==> src/rtl/cpu_ram_arbiter_pkg.sv <==
// Shared types and constants for the two-master cpu_ram arbiter.
package cpu_ram_arbiter_pkg;

    typedef enum logic [1:0] {
        IDLE = 2'd0,
        REQ  = 2'd1,
        WAIT = 2'd2,
        DONE = 2'd3
    } arb_state_e;

    localparam logic [1:0] GNT_NONE = 2'b00;
    localparam logic [1:0] GNT_M0   = 2'b01;
    localparam logic [1:0] GNT_M1   = 2'b10;

    function automatic logic is_read(input logic [3:0] wstrb);
        return (wstrb == 4'b0000);
    endfunction

endpackage

==> src/rtl/cpu_ram_arbiter_if.sv <==
// Held-valid / pulse-valid memory bus used on both the master and the RAM side of the arbiter.
interface cpu_ram_arbiter_if #(
    parameter int SIZE = 13
);
    logic            valid;
    logic [SIZE+1:0] addr;
    logic [31:0]     wdata;
    logic [3:0]      wstrb;
    logic [31:0]     rdata;
    logic            ready;

    modport master (output valid, addr, wdata, wstrb, input rdata, ready);
    modport slave  (input valid, addr, wdata, wstrb, output rdata, ready);
endinterface

==> src/rtl/cpu_ram_arbiter_rr_arbiter2.sv <==
// Two-way winner select: round-robin on ties, or m0 always wins ties when PRIO_FIXED is set.
module rr_arbiter2
    import cpu_ram_arbiter_pkg::*;
#(
    parameter bit PRIO_FIXED = 1'b0
) (
    input  logic       req0_i,
    input  logic       req1_i,
    input  logic       last_m1_i,
    output logic [1:0] gnt_o
);

    always_comb begin
        gnt_o = GNT_NONE;
        if (req0_i && req1_i) begin
            gnt_o = (PRIO_FIXED || last_m1_i) ? GNT_M0 : GNT_M1;
        end else if (req0_i) begin
            gnt_o = GNT_M0;
        end else if (req1_i) begin
            gnt_o = GNT_M1;
        end
    end

endmodule

==> src/rtl/cpu_ram_arbiter.sv <==
// Shares one cpu_ram between two held-valid masters, one RAM transaction outstanding at a time.
// States: IDLE arbitrate/latch | REQ ram_valid pulse | WAIT await ram_ready | DONE ready pulse to owner
module cpu_ram_arbiter
    import cpu_ram_arbiter_pkg::*;
#(
    parameter int SIZE       = 13,
    parameter bit PRIO_FIXED = 1'b0
) (
    input  logic                clk,
    input  logic                resetn,
    cpu_ram_arbiter_if.slave    m0,
    cpu_ram_arbiter_if.slave    m1,
    cpu_ram_arbiter_if.master   ram,
    output logic [31:0]         m_rdata,
    output logic [1:0]          grant,
    output logic                busy
);

    arb_state_e      state_q, state_d;
    logic [1:0]      grant_q, grant_d;
    logic            last_m1_q, last_m1_d;
    logic [SIZE+1:0] addr_q, addr_d;
    logic [31:0]     wdata_q, wdata_d;
    logic [3:0]      wstrb_q, wstrb_d;
    logic [31:0]     rdata_q, rdata_d;
    logic [1:0]      win;

    rr_arbiter2 #(.PRIO_FIXED(PRIO_FIXED)) u_arb (
        .req0_i    (m0.valid),
        .req1_i    (m1.valid),
        .last_m1_i (last_m1_q),
        .gnt_o     (win)
    );

    always_ff @(posedge clk or negedge resetn) begin
        if (!resetn) begin
            state_q   <= IDLE;
            grant_q   <= GNT_NONE;
            last_m1_q <= 1'b1;
            addr_q    <= '0;
            wdata_q   <= '0;
            wstrb_q   <= '0;
            rdata_q   <= '0;
        end else begin
            state_q   <= state_d;
            grant_q   <= grant_d;
            last_m1_q <= last_m1_d;
            addr_q    <= addr_d;
            wdata_q   <= wdata_d;
            wstrb_q   <= wstrb_d;
            rdata_q   <= rdata_d;
        end
    end

    always_comb begin
        state_d   = state_q;
        grant_d   = grant_q;
        last_m1_d = last_m1_q;
        addr_d    = addr_q;
        wdata_d   = wdata_q;
        wstrb_d   = wstrb_q;
        rdata_d   = rdata_q;
        case (state_q)
            IDLE: begin
                if (win != GNT_NONE) begin
                    grant_d   = win;
                    last_m1_d = (win == GNT_M1);
                    state_d   = REQ;
                    if (win == GNT_M1) begin
                        addr_d  = m1.addr;
                        wdata_d = m1.wdata;
                        wstrb_d = m1.wstrb;
                    end else begin
                        addr_d  = m0.addr;
                        wdata_d = m0.wdata;
                        wstrb_d = m0.wstrb;
                    end
                end
            end
            // a zero-wait RAM may already answer during the request cycle
            REQ, WAIT: begin
                if (ram.ready) begin
                    if (is_read(wstrb_q)) begin
                        rdata_d = ram.rdata;
                    end
                    state_d = DONE;
                end else begin
                    state_d = WAIT;
                end
            end
            DONE: begin
                state_d = IDLE;
                grant_d = GNT_NONE;
            end
            default: state_d = IDLE;
        endcase
    end

    assign ram.valid = (state_q == REQ);
    assign ram.addr  = addr_q;
    assign ram.wdata = wdata_q;
    assign ram.wstrb = wstrb_q;

    assign m0.ready  = (state_q == DONE) && (grant_q == GNT_M0);
    assign m1.ready  = (state_q == DONE) && (grant_q == GNT_M1);
    assign m0.rdata  = rdata_q;
    assign m1.rdata  = rdata_q;

    assign m_rdata   = rdata_q;
    assign grant     = grant_q;
    assign busy      = (state_q != IDLE);

endmodule

==> src/flat_wrapper.sv <==
// flat-port wrapper written by rule: the top's interface ports become plain ports
module cpu_ram_arbiter_flat import cpu_ram_arbiter_pkg::*;
#(
    parameter int SIZE       = 13,
    parameter bit PRIO_FIXED = 1'b0
)
  (clk, resetn, m_rdata, grant, busy, m0_valid, m0_addr, m0_wdata, m0_wstrb, m0_rdata, m0_ready, m1_valid, m1_addr, m1_wdata, m1_wstrb, m1_rdata, m1_ready, ram_valid, ram_addr, ram_wdata, ram_wstrb, ram_rdata, ram_ready);
  cpu_ram_arbiter_if #(.SIZE(SIZE)) m0_i ();
  cpu_ram_arbiter_if #(.SIZE(SIZE)) m1_i ();
  cpu_ram_arbiter_if #(.SIZE(SIZE)) ram_i ();
  input  logic clk;
  input  logic resetn;
  output logic [31:0] m_rdata;
  output logic [1:0] grant;
  output logic busy;
  input wire logic [$bits(m0_i.valid)-1:0] m0_valid;
  input wire logic [$bits(m0_i.addr)-1:0] m0_addr;
  input wire logic [$bits(m0_i.wdata)-1:0] m0_wdata;
  input wire logic [$bits(m0_i.wstrb)-1:0] m0_wstrb;
  output wire logic [$bits(m0_i.rdata)-1:0] m0_rdata;
  output wire logic [$bits(m0_i.ready)-1:0] m0_ready;
  input wire logic [$bits(m1_i.valid)-1:0] m1_valid;
  input wire logic [$bits(m1_i.addr)-1:0] m1_addr;
  input wire logic [$bits(m1_i.wdata)-1:0] m1_wdata;
  input wire logic [$bits(m1_i.wstrb)-1:0] m1_wstrb;
  output wire logic [$bits(m1_i.rdata)-1:0] m1_rdata;
  output wire logic [$bits(m1_i.ready)-1:0] m1_ready;
  output wire logic [$bits(ram_i.valid)-1:0] ram_valid;
  output wire logic [$bits(ram_i.addr)-1:0] ram_addr;
  output wire logic [$bits(ram_i.wdata)-1:0] ram_wdata;
  output wire logic [$bits(ram_i.wstrb)-1:0] ram_wstrb;
  input wire logic [$bits(ram_i.rdata)-1:0] ram_rdata;
  input wire logic [$bits(ram_i.ready)-1:0] ram_ready;
  assign m0_i.valid = m0_valid;
  assign m0_i.addr = m0_addr;
  assign m0_i.wdata = m0_wdata;
  assign m0_i.wstrb = m0_wstrb;
  assign m0_rdata = m0_i.rdata;
  assign m0_ready = m0_i.ready;
  assign m1_i.valid = m1_valid;
  assign m1_i.addr = m1_addr;
  assign m1_i.wdata = m1_wdata;
  assign m1_i.wstrb = m1_wstrb;
  assign m1_rdata = m1_i.rdata;
  assign m1_ready = m1_i.ready;
  assign ram_valid = ram_i.valid;
  assign ram_addr = ram_i.addr;
  assign ram_wdata = ram_i.wdata;
  assign ram_wstrb = ram_i.wstrb;
  assign ram_i.rdata = ram_rdata;
  assign ram_i.ready = ram_ready;
  cpu_ram_arbiter #(.SIZE(SIZE), .PRIO_FIXED(PRIO_FIXED)) u_core (.clk(clk), .resetn(resetn), .m0(m0_i), .m1(m1_i), .ram(ram_i), .m_rdata(m_rdata), .grant(grant), .busy(busy));
endmodule
==> config.mk <==
export PLATFORM = sky130hd
export DESIGN_NAME = cpu_ram_arbiter_flat
export DESIGN_NICKNAME = d
export VERILOG_FILES = /design/src/rtl/cpu_ram_arbiter_pkg.sv /design/src/rtl/cpu_ram_arbiter_if.sv /design/src/rtl/cpu_ram_arbiter_rr_arbiter2.sv /design/src/rtl/cpu_ram_arbiter.sv /design/src/flat_wrapper.sv
export SDC_FILE = /design/constraint.sdc
export NUM_CORES = 1
export LEC_CHECK = 0
export ABC_AREA = 0
export BUFFER_PORTS_ARGS = -buffer_cell sky130_fd_sc_hd__buf_2
export CAP_MARGIN = 30
export CORE_MARGIN = 2
export CORE_UTILIZATION = 29
export DETAILED_ROUTE_END_ITERATION = 10
export PLACE_DENSITY_LB_ADDON = 0.08
export SLEW_MARGIN = 20
export SYNTH_ARGS = -nofsm -noshare
export SYNTH_HDL_FRONTEND = slang
export SYNTH_HIERARCHICAL = 1
export SYNTH_SLANG_ARGS = --single-unit
==> constraint.sdc <==
create_clock -name clk -period 1.59 [get_ports clk]
set_clock_uncertainty 0.05 [all_clocks]
set_input_delay 0.0795 -clock clk [delete_from_list [all_inputs] [get_ports clk]]
set_output_delay 0.0795 -clock clk [all_outputs]
set_load 0.05 [all_outputs]
# Word level (Yosys, flattened, before mapping)
# Index checks and enable logic that the tools add are counted.
# totals
out_inout_bits	153
ff_bits	88
n_memories	0
mem_bits_ro	0
ram_bits	0
latch_bits	0
input_bits	139
# classes
div	0
order_cmp	0
shift	0
n_eq_ne	7
mul	0
muxes	12
add_sub_neg	0
n_bitwise	0
reduce_logical	12
# ops
cell	n
two-way mux 32 bit	1
two-way mux 15 bit	1
two-way mux 2 bit	6
== test 2 bit (second input constant)	4
case mux 2 bit (3 select lines)	1
nonzero test 2 bit	3
== test 2 x 1 -> 1 bit (second input constant)	2
zero test 4 bit	1
two-way mux 4 bit	1
case mux 2 bit (2 select lines)	1
AND reduction 2 bit	2
logical AND 1 bit	3
AND reduction 3 bit	1
zero test 2 bit	1
inequality test 2 x 1 -> 1 bit (second input constant)	1
OR reduction 2 bit	1
two-way mux 1 bit	1

# Logic depth before layout (Yosys ltp)
# Gate-level depths: netlist of the first run.
# depth
depth_word	6
ltp_mapped	7

# Hierarchy
# Netlist of the first run, hierarchy kept.
# modules_own_cells
mod	cells_each	seq_area_each_um2	area_per_inst_um2	n_inst
cpu_ram_arbiter	390	2203.4	4302.9	1
rr_arbiter2	3	0.0	18.8	1

# Worst setup path after synthesis of the first run
# No wires, ideal clock.
# synth_timing
path_type	register to output
from	reg u_core.grant_q[1] (netlist: u_core/grant[1])
to	out m1_ready
path_slack_ns	-0.417
required_time_ns	1.461
arrival_ns	1.878
path_stages_with_launch	2
path_cell_list	dfrtp_1 nor3b_1
# synth_between
elab_chain_len	2
# synth_rtl
item	line	source
start, declared	cpu_ram_arbiter.sv:20	logic [1:0] grant_q, grant_d;
start signal, assigned	cpu_ram_arbiter.sv:46	grant_q <= grant_d;
== test 2 bit	cpu_ram_arbiter.sv:105	assign m1.ready = (state_q == DONE) && (grant_q == GNT_M1);
logical AND 1 bit	cpu_ram_arbiter.sv:105	
end, declared	flat_wrapper.sv:27	output wire logic [$bits(m1_i.ready)-1:0] m1_ready;
# No other way between the ends.

# Worst setup path in the final report of the first run
# layout_timing
from	reg u_core.last_m1_q
to	reg u_core.wdata_q[10] (netlist: u_core/ram.wdata[10])
# layout_between
elab_chain_len	4
word_cells_on_any_way	6
# layout_rtl
item	line	source
start, declared	cpu_ram_arbiter.sv:21	logic last_m1_q, last_m1_d;
start signal, assigned	cpu_ram_arbiter.sv:47	last_m1_q <= last_m1_d;
two-way mux 2 bit (*)	cpu_ram_arbiter_rr_arbiter2.sv:16	gnt_o = (PRIO_FIXED || last_m1_i) ? GNT_M0 : GNT_M1;
two-way mux 2 bit (*)	cpu_ram_arbiter_rr_arbiter2.sv:15	if (req0_i && req1_i) begin
via u_core.win[0]	cpu_ram_arbiter.sv:26	logic [1:0] win;
== test 2 bit or nonzero test 2 bit (tied branches)	cpu_ram_arbiter.sv:69, cpu_ram_arbiter.sv:65	
two-way mux 32 bit or AND reduction 2 bit (tied branches)	--	
end signal, assigned	cpu_ram_arbiter.sv:49	wdata_q <= wdata_d;
end, declared	cpu_ram_arbiter.sv:23	logic [31:0] wdata_q, wdata_d;
# Mark *: on every way through the listed nets, which the timed path passes. The rest lies on a longest branch.
# A chain may end at the register's enable or synchronous reset.

==> impl_metrics.tcl, run 1 <==
set metrics [dict create \
    fin_util_pct 53.6 \
    wirelength_mm 15.3 \
    ctsRootBufferMaster "sky130_fd_sc_hd__clkbuf_16" \
    top_cell_type_s_share_of_synthesized_area_pct 50.4 \
    placement.cell_area_sq_mm 0.00569 \
    drc 0 \
    post-synth-top-area-cell "sky130_fd_sc_hd__dfrtp_1" \
    multi_input_area_sq_mm 0.00178 \
    rd_place_congestion 0.731 \
    boundaryPins 292 \
    hold_end "u_core/ram.wdata[28]" \
    timing.max_cap.violations 0 \
    final_layout_size_suffix_gt1_share_pct 56.0 \
    cts_bufs_inserted 9 \
    hpwlAfterDp_mm 8.53 \
    floorplan.die.height_um 126 \
    drt-pass1-iter-count 4 \
    detailroute.via_count 4398 \
    dp_cells 797 \
    min_period_ns 1.62 \
    die_width_um 126 \
    postRouteAntennaNets 0 \
    synthCells 393 \
    post_synthesis_register_bit_count 88 \
    clk_pin_slew_ns 0.06 \
    syn-cell-area_sq_mm 0.00432 \
    reg2reg_setup_slack_ns -0.03 \
    synth.yosys.warnings 6 \
    start_util_pct 29.7 \
    area_growth_syn_to_layout_pct 80.4 \
    grt_max_degree 89 \
    numPortBuffers 291 \
    max_slew.worst_pin.slew_ns 0.500 \
    worst_path_class_setup "flip-flop to flip-flop" \
    worst_slack_ns -0.0330 \
    num-fill-cells 1272 \
    overflow_left_after_global_routing 0 \
    number_of_global_route_vias_before_repair 4424 \
    cp_arrival_ns 1.83 \
    path_class_of_the_lowest_slack_min_delay_path "input port to flip-flop" \
    finalHoldViolations 6 \
    latest_clock_arrival_within_the_worst_skew_pair_ns 0.34 \
    r2r_end "u_core/ram.wdata[10]" \
    clk_path_buf_depth 2 \
    grt.total_usage_pct 17.7 \
    design.core.area_sq_mm 0.0145 \
    netlist_top_cells_area "sky130_fd_sc_hd__dfrtp_1, sky130_fd_sc_hd__buf_4, sky130_fd_sc_hd__mux2_4" \
    htree_levels 3 \
    fin_worst_hold_slack_ns -0.0115 \
    place_ws_ns -0.297 \
    final_min_period_over_clock_period_pct 102 \
    portion_of_the_post_synthesis_area_used_by_sequential_elements_pct 51.0 \
    floorplan.die_area_sq_mm 0.0159 \
    setup_viol 3 \
    synth.net_count 535 \
    worstPathMaxFanout 7 \
    min_path_cells 3 \
    crit-reg2reg-launch "u_core/last_m1_q" \
    achievable-frequency_mhz 616 \
    cts_tree "yes" \
    final_cell_count_no_fill 955 \
    run_status "finished with violations" \
    critPathCaptureType "flip-flop" \
    final_cell_area_sq_mm 0.00779 \
    worst_hold_startpoint "m0_wdata[28]" \
    routed_wl_per_cell_um 16.0 \
    grt_pass1_wl_mm 22.3 \
    routed_vias_inst 4.61 \
    ff2ff_path_depth 7 \
    detailedRoute.firstIterationViolations 141 \
    final_nets 908 \
    rows 44 \
    register_area_sq_mm 0.00221 \
    maxSlewViolCount 0 \
    synth.avg_cell_area_sq_um 11.0 \
    failed_checks "negative hold slack, negative setup slack" \
    relSlewSlack_pct 66.7 \
    cts.sinks 88 \
    yosysUniqueCellTypes 25 \
    worst_ep_required_time_ns 1.80 \
    start_kind "flip-flop" \
    unrepaired_setup_endpoints_after_global_routing "true" \
    antenna_found_initial 1 \
]
## final cells by class
type	instances	share of cell area (%)
repair buffers	451	41.9
flip-flops and latches	88	28.3
multi-input cells	211	22.8
clock buffers	11	3.11
well taps	184	2.95
clock inverters	4	0.578
inverters	5	0.273
diodes	1	0.0321
## sequential cells by signal (all words and copies together) (netlist names)
signal,cells
u_core/grant,2
u_core/last_m1_q,1
u_core/m0.rdata,32
u_core/ram.addr,15
u_core/ram.wdata,32
u_core/ram.wstrb,4
u_core/state_q,2
## how the worst max path moves through the flow
stage | slack [ns] | to | cells after the start | start
final | -0.03 | u_core/ram.wdata[10] | 7 | u_core/last_m1_q
after global routing | -0.1 | u_core/m0.rdata[23] | 4 | u_core/ram.wstrb[2]
after CTS | -0.04 | u_core/m0.rdata[23] | 4 | u_core/ram.wstrb[2]
after detailed placement | -0.30 | u_core/ram.addr[13] | 5 | u_core/last_m1_q
after global placement | -0.55 | u_core/ram.addr[10] | 4 | u_core/last_m1_q
after floorplan | -0.05 | u_core/m0.rdata[10] | 4 | u_core/ram.wstrb[2]
## metrics by stage
step | TNS (ns) | hold WS (ns)
floorplan | -1.48 | -0.266
global placement | -27.18 | 0.119
detailed placement | -13.55 | 0.115
CTS | -0.780 | 0.000265
global route | -3.87 | 0.00128
finish | -0.0418 | -0.0115
## synthesized netlist by cell type, drive strengths merged
library cell   n
nor3b          1
o21ai         52
dfstp          1
dfrtp         87
inv            5
ha             3
nand3          1
a21oi          3
a21boi         2
nand2         53
nor2           4
mux2i          1
nor2b          1
buf           79
clkbuf        11
a22oi         51
mux2          33
a22o           4
nor4           1
## cell families after synthesis
family | synth area share [%]
muxes | 11.4
and+or+nand+nor | 5.79
AOI/OAI and AO/OA | 16.4
adders and majority gates | 0.869
buffers and inverters | 14.5
DFF | 51.0
## worst max-delay path: stages (launching register included)
cell and delay (ns):
sky130_fd_sc_hd__dfstp_2 0.56, sky130_fd_sc_hd__inv_2 0.05, sky130_fd_sc_hd__a21boi_4 0.18, sky130_fd_sc_hd__buf_12 0.17, sky130_fd_sc_hd__buf_12 0.13, sky130_fd_sc_hd__clkbuf_16 0.15, sky130_fd_sc_hd__a22oi_2 0.08, sky130_fd_sc_hd__o21ai_1 0.17
## metal layers
| metal | vias up | track usage (%) | wire, um |
|---|---|---|---|
| met5 | - | 0 | 0 |
| met4 | 0 | 8.60 | 474 |
| met3 | 34 | 4.12 | 1110 |
| met2 | 229 | 30.9 | 7750 |
| met1 | 2080 | 20.4 | 5920 |
| li1 | 2055 | - | - |
## repair_timing
item                                   in CTS  in global routing
pin swaps                                   4                 13
setup endpoints to repair                  90                 85
endpoints found under the hold margin     166                  7
gates resized for setup                    19                 96
setup buffers                               5                  5
cloned                                      2                  7
hold buffers                              115                  8
## placed cells by master, fill, tap and decap left out, drive strengths merged, types with 4 or more instances in the layout
master	Yosys	final
a22oi	51	51
dlygate4sd3	0	123
o21ai	52	52
nor2	4	4
nand2	53	53
mux2	33	33
inv	5	5
clkbuf	11	17
dfrtp	87	87
buf	79	322
a22o	4	4
Power of run 1 is left out: the tool's default activity adds up to more than one toggle a clock period on the data nets, which glitch-free logic cannot reach.
==> inputs of run 2 (changes only) <==
--- a/config.mk
+++ b/config.mk
@@ -11,5 +11,4 @@
 export CORE_MARGIN = 2
-export CORE_UTILIZATION = 29
+export CORE_UTILIZATION = 25
 export DETAILED_ROUTE_END_ITERATION = 10
-export PLACE_DENSITY_LB_ADDON = 0.08
 export SLEW_MARGIN = 20
--- a/constraint.sdc
+++ b/constraint.sdc
@@ -4,2 +4,2 @@
 set_output_delay 0.0795 -clock clk [all_outputs]
-set_load 0.05 [all_outputs]
+set_load 0.1 [all_outputs]
==> run 2 against run 1 <==
Effect of this change:
- the run still ends with negative hold slack, negative setup slack left
- hold slack got worse by 0.0029 ns
- core utilization decreased by 2.4 points
- non-clock buffer count increased by 32
- global-route usage decreased by 0.83 points
==> impl_metrics.tcl, run 2 (synthesized netlist as in run 1, its figures left out) <==
set metrics [dict create \
    gr-usage-met3_pct 3.82 \
    min_period_ns 1.76 \
    gr-max-usage-layer "met2" \
    startpoint "u_core/last_m1_q" \
    overflow_left_after_global_routing 0 \
    detailedRoute.firstIterationViolations 141 \
    register_area_sq_mm 0.00221 \
    wirelength_mm 17.9 \
    critPathCaptureType "flip-flop" \
    worst_slack_ns -0.173 \
    multi_input_area_sq_mm 0.00218 \
    postRouteAntennaNets 0 \
    max_slew.worst_pin.slew_ns 0.523 \
    failed_checks "negative hold slack, negative setup slack" \
    cts.sinks 88 \
    cts_tree "yes" \
    cp_arrival_ns 1.94 \
    routed_wl_per_cell_um 17.4 \
    clk_path_buf_depth 2 \
    hpwlAfterDp_mm 9.14 \
    achievable-frequency_mhz 567 \
    start_kind "flip-flop" \
    clk_pin_slew_ns 0.07 \
    antenna_found_initial 0 \
    worst_hold_startpoint "m0_wdata[4]" \
    placement.cell_area_sq_mm 0.00591 \
    start_util_pct 25.2 \
    grt_pass1_wl_mm 23.7 \
    use_met2_pct 31.3 \
    num-fill-cells 1438 \
    fin_worst_hold_slack_ns -0.0143 \
    drc 0 \
    gr-usage-met1_pct 17.8 \
    finalHoldViolations 1 \
    unrepaired_setup_endpoints_after_global_routing "true" \
    area_growth_syn_to_layout_pct 103 \
    final_min_period_over_clock_period_pct 111 \
    rd_place_congestion 0.808 \
    number_of_global_route_vias_before_repair 4628 \
    ctsRootBufferMaster "sky130_fd_sc_hd__clkbuf_16" \
    design.core.area_sq_mm 0.0171 \
    detailroute.via_count 4647 \
    run_status "finished with violations" \
    numPortBuffers 291 \
    maxSlewViolCount 0 \
    grt.total_usage_pct 16.9 \
    worst_path_class_setup "flip-flop to flip-flop" \
    cts_bufs_inserted 9 \
    final_nets 939 \
    timing.max_cap.violations 0 \
    routed_vias_inst 4.52 \
    floorplan.die.height_um 135 \
    floorplan.die_area_sq_mm 0.0184 \
    worst_ep_required_time_ns 1.76 \
    grt_max_degree 89 \
    drt-pass1-iter-count 4 \
    setup_viol 85 \
    boundaryPins 292 \
    relSlewSlack_pct 65.4 \
    rows 48 \
    antenna_cells_inserted 0 \
    crit-reg2reg-launch "u_core/last_m1_q" \
    most_used_cells_in_the_layout_excluding_fill_and_tap_cells "sky130_fd_sc_hd__buf_2, sky130_fd_sc_hd__dlygate4sd3_1, sky130_fd_sc_hd__dfrtp_1, sky130_fd_sc_hd__a22oi_2, sky130_fd_sc_hd__mux2_4" \
    htree_levels 3 \
    die_width_um 135 \
    worstPathMaxFanout 5 \
    layout_commonest_cell "sky130_fd_sc_hd__buf_2" \
    latest_clock_arrival_within_the_worst_skew_pair_ns 0.34 \
    path_class_of_the_lowest_slack_min_delay_path "input port to flip-flop" \
    final_layout_size_suffix_gt1_share_pct 67.8 \
    final_cell_area_sq_mm 0.00877 \
]
[run 2: cell count changes in the layout (fill, tap and decap cells not counted), sizes merged]
| cell | change |
|---|---|
| clkbuf | +4 |
| diode | -1 |
| nor2b | -1 |
| dlygate4sd3 | +7 |
| clkinvlp | +1 |
| buf | +21 |
[run 2: layer usage]
| layer | wire, um | vias to the layer above |
|---|---|---|
| met4 | 554 | 0 |
| met3 | 1170 | 45 |
| met2 | 9530 | 260 |
| met5 | 0 | - |
| met1 | 6630 | 2211 |
| li1 | - | 2131 |
[run 2: worst paths after layout]
check	slack, ns	end	cells past startpoint
max in group asynchronous	0.80	u_core/ram.wstrb[1]	3
setup / recovery	-0.17	u_core/ram.wdata[27]	10
min in group asynchronous	0.28	u_core/m0.rdata[24]	3
hold reg to reg	0.45	u_core/ram.wdata[19]	2
hold / removal	-0.01	u_core/ram.wdata[4]	3
setup reg to reg	-0.17	u_core/ram.wdata[27]	10
[run 2: cell type report]
cell class                 count  share of cell area, %
clock buffer                  11                   2.77
clock inverter                 5                  0.642
inverter                       5                  0.328
multi-input combinational    210                   24.9
sequential                    88                   25.2
tap                          225                   3.21
timing repair buffer         483                   43.0
[run 2: per-stage QoR]
stage	util (%)	TNS (ns)	worst slack [ns]	cells
after floorplan	-	-4.59	-0.186	393
after global placement	34.5	-7.56	-0.141	853
after detailed placement	34.5	-11.46	-0.207	853
after CTS	46.7	-2.96	-0.101	1006
after global routing	51.3	-15.14	-0.210	1027
final	51.3	-9.32	-0.173	1027
[run 2: worst max-delay path, cell delays in order, from the launching register on]
cell and delay (ns):
sky130_fd_sc_hd__dfstp_2 0.54, sky130_fd_sc_hd__buf_6 0.10, sky130_fd_sc_hd__inv_4 0.03, sky130_fd_sc_hd__a21boi_4 0.16, sky130_fd_sc_hd__buf_6 0.14, sky130_fd_sc_hd__buf_6 0.10
sky130_fd_sc_hd__o21ai_4 0.08, sky130_fd_sc_hd__buf_12 0.15, sky130_fd_sc_hd__clkbuf_16 0.17, sky130_fd_sc_hd__nand2_4 0.06, sky130_fd_sc_hd__o21ai_2 0.06
[run 2: repair_timing]
item,CTS,global route
setup buffers,6,8
hold buffers,129,1
gates resized for setup,129,128
hold endpoints to repair,170,1
cloned,3,12
pin swaps,22,54
endpoints found under the setup margin,90,88
Power of run 2 is left out for the same reason.
